--- src/rtl/uart_pkg.sv ---
// Shared types and constants for the UART byte transmitter.
// State encoding, parity modes and frame geometry.
package uart_pkg;

    typedef enum logic [2:0] {
        IDLE,
        START,
        DATA,
        PARITY,
        STOP
    } tx_state_t;

    localparam int PARITY_NONE = 0;
    localparam int PARITY_EVEN = 1;
    localparam int PARITY_ODD  = 2;

    localparam int DATA_BITS = 8;
    localparam int BIT_IDX_W = $clog2(DATA_BITS);

endpackage

--- src/rtl/baud_tick_counter.sv ---
// Bit-period counter; last_tick marks the final cycle of each bit.
// restart forces the count back to zero on state changes and while idle.
module baud_tick_counter #(
    parameter int CLKS_PER_BIT = 434
) (
    input  logic clk,
    input  logic reset,
    input  logic restart,
    output logic last_tick
);

    localparam int W = $clog2(CLKS_PER_BIT);
    localparam logic [W-1:0] LAST = W'(CLKS_PER_BIT - 1);

    logic [W-1:0] cnt;

    always_ff @(posedge clk) begin
        if (reset || restart) begin
            cnt <= '0;
        end else if (cnt == LAST) begin
            cnt <= '0;
        end else begin
            cnt <= cnt + W'(1);
        end
    end

    assign last_tick = (cnt == LAST);

endmodule

--- src/rtl/uart_byte_transmitter.sv ---
// Pops bytes from an upstream FIFO and shifts them out as UART frames:
// start, 8 data bits LSB first, optional parity, one stop bit.
module uart_byte_transmitter #(
    parameter int CLKS_PER_BIT    = 434,
    parameter int PARITY_MODE     = 0,
    parameter int BUF_COUNT_WIDTH = 2
) (
    input  logic                       clk,
    input  logic                       reset,
    input  logic                       tx_enable,
    input  logic [BUF_COUNT_WIDTH-1:0] buf_count,
    input  logic [7:0]                 buf_data,
    output logic                       buf_pop,
    output logic                       tx,
    output logic                       busy,
    output logic                       frame_done
);

    import uart_pkg::*;

    localparam logic HAS_PAR = (PARITY_MODE != PARITY_NONE);
    localparam logic PAR_INV = (PARITY_MODE == PARITY_ODD);
    localparam logic [BIT_IDX_W-1:0] LAST_BIT = BIT_IDX_W'(DATA_BITS - 1);

    tx_state_t state, state_d;

    logic [DATA_BITS-1:0] shift, shift_d;
    logic [BIT_IDX_W-1:0] bit_idx, bit_idx_d;
    logic                 par_bit;
    logic                 tx_d;
    logic                 take;
    logic                 last_tick;
    logic                 restart;

    baud_tick_counter #(
        .CLKS_PER_BIT(CLKS_PER_BIT)
    ) u_baud (
        .clk      (clk),
        .reset    (reset),
        .restart  (restart),
        .last_tick(last_tick)
    );

    // A new byte may be taken from idle or in the final cycle of a stop bit.
    always_comb begin
        take = tx_enable && !reset && (buf_count != '0) &&
               ((state == IDLE) || ((state == STOP) && last_tick));
    end

    always_comb begin
        state_d   = state;
        shift_d   = shift;
        bit_idx_d = bit_idx;
        unique case (state)
            IDLE: begin
                if (take) state_d = START;
            end
            START: begin
                if (last_tick) state_d = DATA;
            end
            DATA: begin
                if (last_tick) begin
                    shift_d   = shift >> 1;
                    bit_idx_d = bit_idx + BIT_IDX_W'(1);
                    if (bit_idx == LAST_BIT) begin
                        state_d   = HAS_PAR ? PARITY : STOP;
                        bit_idx_d = '0;
                    end
                end
            end
            PARITY: begin
                if (last_tick) state_d = STOP;
            end
            STOP: begin
                if (last_tick) state_d = take ? START : IDLE;
            end
            default: state_d = IDLE;
        endcase
        if (take) shift_d = buf_data;
    end

    // tx is registered from the next state so the line moves with the state.
    always_comb begin
        tx_d = 1'b1;
        unique case (state_d)
            IDLE:    tx_d = 1'b1;
            START:   tx_d = 1'b0;
            DATA:    tx_d = shift_d[0];
            PARITY:  tx_d = par_bit;
            STOP:    tx_d = 1'b1;
            default: tx_d = 1'b1;
        endcase
    end

    always_ff @(posedge clk) begin
        if (reset) begin
            state   <= IDLE;
            shift   <= '0;
            bit_idx <= '0;
            par_bit <= 1'b0;
            tx      <= 1'b1;
        end else begin
            state   <= state_d;
            shift   <= shift_d;
            bit_idx <= bit_idx_d;
            tx      <= tx_d;
            if (take) par_bit <= (^buf_data) ^ PAR_INV;
        end
    end

    assign restart    = (state_d != state) || (state == IDLE);
    assign buf_pop    = take;
    assign busy       = (state != IDLE);
    assign frame_done = (state == STOP) && last_tick;

endmodule
--- config.mk ---
export PLATFORM = sky130hd
export DESIGN_NAME = uart_byte_transmitter
export DESIGN_NICKNAME = d
export VERILOG_FILES = /design/src/rtl/uart_pkg.sv /design/src/rtl/baud_tick_counter.sv /design/src/rtl/uart_byte_transmitter.sv
export SDC_FILE = /design/constraint.sdc
export NUM_CORES = 1
export LEC_CHECK = 0
export BUFFER_PORTS_ARGS = -buffer_cell sky130_fd_sc_hd__buf_2
export CELL_PAD_IN_SITES_DETAIL_PLACEMENT = 1
export CELL_PAD_IN_SITES_GLOBAL_PLACEMENT = 1
export CORE_MARGIN = 8
export CORE_UTILIZATION = 25
export CTS_BUF_LIST = sky130_fd_sc_hd__clkbuf_4 sky130_fd_sc_hd__clkbuf_8
export DETAILED_ROUTE_END_ITERATION = 10
export PLACE_DENSITY = 0.47
export SLEW_MARGIN = 20
export SYNTH_ARGS = -nofsm -noshare
export SYNTH_HDL_FRONTEND = slang
export SYNTH_HIERARCHICAL = 1
export SYNTH_SLANG_ARGS = --single-unit
--- constraint.sdc ---
create_clock -name clk -period 4.1 [get_ports clk]
set_clock_uncertainty 0.05 [all_clocks]
set_input_delay 0.41 -clock clk [delete_from_list [all_inputs] [get_ports clk]]
set_output_delay 0.41 -clock clk [all_outputs]
set_load 0.01 [all_outputs]
* Word level (Yosys, flattened, before mapping)
Cells that the tools add are included.
** Word-level totals
- Register bits :: 25
- Bits in latches :: 0
- Memory bits (writable) :: 0
- Bits in read-only memories :: 0
- Memories kept :: 0
** Cells by class
- $add $sub $neg :: 2
- Multipliers :: 0
- Divide/modulo/power cells :: 0
- $lt $le $gt $ge :: 0
- Equality and inequality tests :: 10
- Shift-type cells :: 0
- Mux-type cells :: 13
- Bitwise operators :: 0
- Reduce and logical (&&, ||, !) cells :: 17
** Operators with widths (number)
- $mux 8 :: 3
- $mux 3 :: 7
- $pmux 3 s5 :: 1
- $eq 3x2->1 const B :: 4
- $add 9x1->9 const B :: 1
- $eq 9x9->1 const B :: 1
- $reduce_xor 8->1 :: 1
- $eq 3x1->1 const B :: 2
- $eq 3x3->1 const B :: 2
- $reduce_bool 2->1 :: 3
- $logic_and 1x1->1 :: 4
- $reduce_and 2->1 :: 2
- $add 3x1->3 const B :: 1
- $logic_not 3->1 :: 1
- $logic_or 1x1->1 :: 3
- $ne 3x3->1 :: 1
- $pmux 1 s3 :: 1
- $reduce_bool 3->1 :: 1
- $reduce_or 2->1 :: 1
- $logic_not 1->1 :: 1
- $mux 1 :: 1

* Longest topological paths before layout
- Depth in word-level cells :: 11
- Depth in mapped cells :: 11
- Depth with buffers taken out :: 10

* By module
The synthesis kept the hierarchy.
** Modules (own cells, without submodules)
- uart_byte_transmitter :: times used 1, cells each 94, area an instance 840.8 um2, sequential area each 320.3 um2
- baud_tick_counter :: times used 1, cells each 46, area an instance 414.1 um2, sequential area each 180.2 um2

* Worst setup path after synthesis
No wires, ideal clock.
- Path kind :: reg2reg
- Start point :: register u_baud.cnt[2]
- End point :: register tx
- Library setup time :: 134 ps
- Arrival :: 2538 ps
- Required time :: 3916 ps
- Slack :: 1378 ps
- Stages on the path, launching flop included :: 8
- Period minus slack after synthesis :: 2722 ps
- Cell sequence :: dfxtp_1 -> or3_1 -> nor3_1 -> clkbuf_1 -> nor4bb_1 -> mux2_2 -> o311a_1 -> or4_1
** Between the ends
- Word-level cells in the longest chain between the ends :: 9
** Ends and longest elaborated chain
- start: declaration :: line baud_tick_counter.sv:15 : logic [W-1:0] cnt;
- start signal: assignment :: line baud_tick_counter.sv:23 : cnt <= cnt + W'(1);
- $eq 9x9->1 * :: line baud_tick_counter.sv:27 : assign last_tick = (cnt == LAST);
- via last_tick :: line uart_byte_transmitter.sv:32 : logic last_tick;
- $logic_and 1x1->1 :: line uart_byte_transmitter.sv:47 : ((state == IDLE) || ((state == STOP) && last_tick));
- $logic_or 1x1->1 :: line uart_byte_transmitter.sv:47
- $logic_and 1x1->1 :: line uart_byte_transmitter.sv:46 : take = tx_enable && !reset && (buf_count != '0) &&
- $mux 1 :: line uart_byte_transmitter.sv:75 : if (last_tick) state_d = take ? START : IDLE;
- $mux 3 :: line uart_byte_transmitter.sv:75
- $pmux 3 s5 :: line uart_byte_transmitter.sv:54 : unique case (state)
- $eq 3x2->1 / $eq 3x1->1 (equally long branches) :: line uart_byte_transmitter.sv:85 : unique case (state_d)
- $pmux 1 s3 * :: line uart_byte_transmitter.sv:85
- end signal: assignment :: line uart_byte_transmitter.sv:106 : tx <= tx_d;
- end: declaration :: line uart_byte_transmitter.sv:14 : output logic tx,
The timed path passes the listed nets; every way through them passes the cells marked *. The select of a mux whose other input is x is not followed.
A chain may end at the register's enable or synchronous reset.

* Worst setup path in the final report
- Start point :: register u_baud.cnt[6]
- End point :: output buf_pop
** Between the ends
- Word-level cells in the longest chain between the ends :: 4
** Ends and longest elaborated chain
- $eq 9x9->1 :: line baud_tick_counter.sv:27
- via last_tick :: line uart_byte_transmitter.sv:32
- $logic_and 1x1->1 :: line uart_byte_transmitter.sv:47
- $logic_or 1x1->1 :: line uart_byte_transmitter.sv:47
- $logic_and 1x1->1 :: line uart_byte_transmitter.sv:46
- end: declaration :: line uart_byte_transmitter.sv:13 : output logic buf_pop,
The timed path passes the listed nets, and every way through them passes these cells.

==> results.ini <==
[outcome]
status = complete, no violations

[synthesis]
synthAdderAreaFrac_pct = 3.99
yosysWarningCount = 6
synth_edf_count = 0
synth_seq_cells = 25
synth-compound-area-share_pct = 14.3
syn_avg_cell_area_um2 = 8.96
muxShareOfSynthArea_pct = 8.08
synth-simple-area-share_pct = 22.6
syn_area_mm2 = 0.00125
ys.flop_type = dfxtp_1
syn_nets = 157
synth_top_family_by_area = simple AND/OR/NAND/NOR gates
syn_inst = 140
synth_async_sr_flop_share_pct = 0
seq_area_frac_synth_pct = 39.9
synth_xor_area_share_pct = 6.98
synth_cell_types = 34

[power]
p_per_area_mw_per_mm2 = 318
cellLeakagePower_nw = 0.499
vdd_drop_max_uv = 120

[sta]
period_share_pct = 73.2
max_freq_mhz = 333
finalSetupViolations = 0
tightest_slew_ns = 0.586
finalHoldViolations = 0
maxSlewHeadroom_pct = 60.9
setup_tns_ns = 0
rsz0062_at_grt = false
fin_crit_ns = 3.00
drv_slew = 0

[route]
dr.pass1.iters = 4
routedWlPerCell_um = 12.9
vias = 1022
first_iter_violations = 38
ant_nets = 0
vias_per_cell = 4.60
drcViolationCount = 0
drt-total-wl_mm = 2.85

[floorplan]
die_x_um = 86.9
std_cell_rows = 25
die_height_um = 86.9
die-area_mm2 = 0.00754
initial_core_util_pct = 26.2
core_area_mm2 = 0.00479
top_level_ports = 17

[global_routing]
gr-max-usage-layer = met2
grt_pass1_wl_mm = 5.05
gr-total-overflow = 0
grt_start_max_net_pins = 20
met2_usage_pct = 12.9
met3_usage_pct = 2.74
met1_usage_pct = 10.4
antenna_found_initial = 0
grt_use_total_pct = 8.40
grt_pass1_vias = 1048

[clock_tree]
clkSinkCount = 25
clk-insertion-delay-late_ns = 0.28
cts_setup_buffers = 0
cts.reportedPaths.clkPinSlew_ns = 0.10
root_buffer = clkbuf_8
htreeDepth = 1
cts_hold_buf = 0
cts_resized = 0
numCtsBuffers = 3
cts_buffer_depth = 2
cts_tree = yes

[min_path]
holdPathStages = 3
min-delay-start = buf_data[7]
hp-class = in -> reg

[layout]
layout.nets = 173
diodes = 0
layout.cells.non_filler = 222
layout-drive-gt1-share_pct = 16.8
fin_area_mm2 = 0.00145
syn_to_final_growth_pct = 15.4

[critical_path]
cp_top_family = simple AND/OR/NAND/NOR gates
slowest_delay_ns = 0.63
crit_required_ns = 3.64
endpoint_kind = output port
crit_chain = or3_1 > nor3_1 > buf_4 > nor2b_1 > or3_1 > inv_1 > buf_2
critPathKind = reg -> out
arrival_ns = 2.54
cp_max_fo = 18
cp-start-kind = flip-flop
crit_start = u_baud/cnt[6]
rr_worst_depth = 8
r2r_start = u_baud/cnt[6]
crit_buf_inv = 3
cp_slowest_cell = or3_1
crit_top_cell = or3_1
cp.depth = 7

[place]
dpl.hpwl_mm = 2.11
dpl_cell_area_mm2 = 0.00140
placed_cells = 218
routabilityCongestion = 0.668
numPortBuffers = 16

[job]
drv_cap = 0

[layout by cell type (no fill, tap or decap), types with 2 or more instances in the layout]
cell type and instances:
a211oi_1 7, a21oi_1 7, buf_2 16, buf_4 2, clkbuf_8 3, dfxtp_1 25
ha_1 4, inv_1 3, mux2i_1 9, nand2_1 7, nand3_1 3, nand3b_1 2
nand4_1 2, nor2_1 24, nor2b_1 2, nor3_1 2, o21ai_0 4, or3_1 7
xnor2_1 8, xor2_1 2
[report_power, final]
group | internal, mW | leakage, nW | switching [mW]
Sequential | 0.250 | 0.203 | 0.00484
Clock | 0.0691 | 0.0217 | 0.0881
Combinational | 0.0228 | 0.275 | 0.0253
Total | 0.342 | 0.499 | 0.118
[state kept, by name, indices dropped and copies added (netlist names)]
signal	flops
state	3
tx	1
u_baud/cnt	9
par_bit	1
bit_idx	3
shift	8
[cells in the mapped netlist, drive strengths merged, types with 2 or more instances]
cell type  number  share of area [%]
or3             7                3.5
nor2b           2                1.0
clkbuf          5                1.5
a211oi          7                4.2
nand3           4                2.0
ha              4                4.0
o21ai           4                1.6
nand2           7                2.1
inv             3               0.90
mux2i           9                7.2
xor2            2                1.4
nand3b          2                1.2
nand4           2                1.0
xnor2           8                5.6
dfxtp          25                 40
nor3            2               0.80
a21oi           7                2.8
buf             2                1.8
nor2           24                7.2
[routing by layer]
| metal | vias to the layer above | part of all wire (%) | routed length (µm) |
|---|---|---|---|
| met3 | 5 | 4.3 | 124 |
| met4 | 0 | 1.3 | 38 |
| li1 | 530 | - | - |
| met5 | - | 0 | 0 |
| met1 | 477 | 51 | 1460 |
| met2 | 10 | 43 | 1230 |
[worst reg2reg max path: stages (launching register included)]
cell and delay, ns:
dfxtp_1 0.36, or3_1 0.45, nor3_1 0.17, buf_4 0.19
nor4bb_2 0.21, buf_4 0.26, mux2_2 0.37, o311a_1 0.29
or4_1 0.45
[final timing paths]
check | end | slack (ns)
worst max-delay path | buf_pop | 1.10
worst min-delay path | shift[7] | 0.36
worst max register to register | tx | 1.19
worst min register to register | u_baud/cnt[0] | 0.43
[per-stage QoR]
| stage | power [mW] | utilization, % | worst slack (ns) | hold slack [ns] |
|---|---|---|---|---|
| 2_1_floorplan | 0.295 | - | 1.38 | 0.383 |
| 3_3_place_gp | 0.309 | 29.2 | 1.25 | 0.406 |
| 3_5_place_dp | 0.310 | 29.2 | 1.20 | 0.412 |
| 4_1_cts | 0.470 | 30.2 | 1.07 | 0.354 |
| 5_1_grt | 0.485 | 30.2 | 0.885 | 0.365 |
| 6_report | 0.461 | 30.2 | 1.10 | 0.360 |
[final cells by class]
cell class,count,area [µm²]
fill,583,3340
multi-input combinational,105,708
sequential,25,500
timing repair buffer,18,95.1
tap,67,83.8
clock buffer,3,41.3
inverter,3,11.3
clock inverter,1,7.51
[cell families after synthesis]
group / Yosys count
and+or+nand+nor: 56
muxes: 10
buffers and inverters: 10
adders and majority gates: 4
AOI/OAI and AO/OA: 25
DFF: 25
xor gates and xnor gates: 10
No activity file was read; power rests on OpenSTA's default activity.
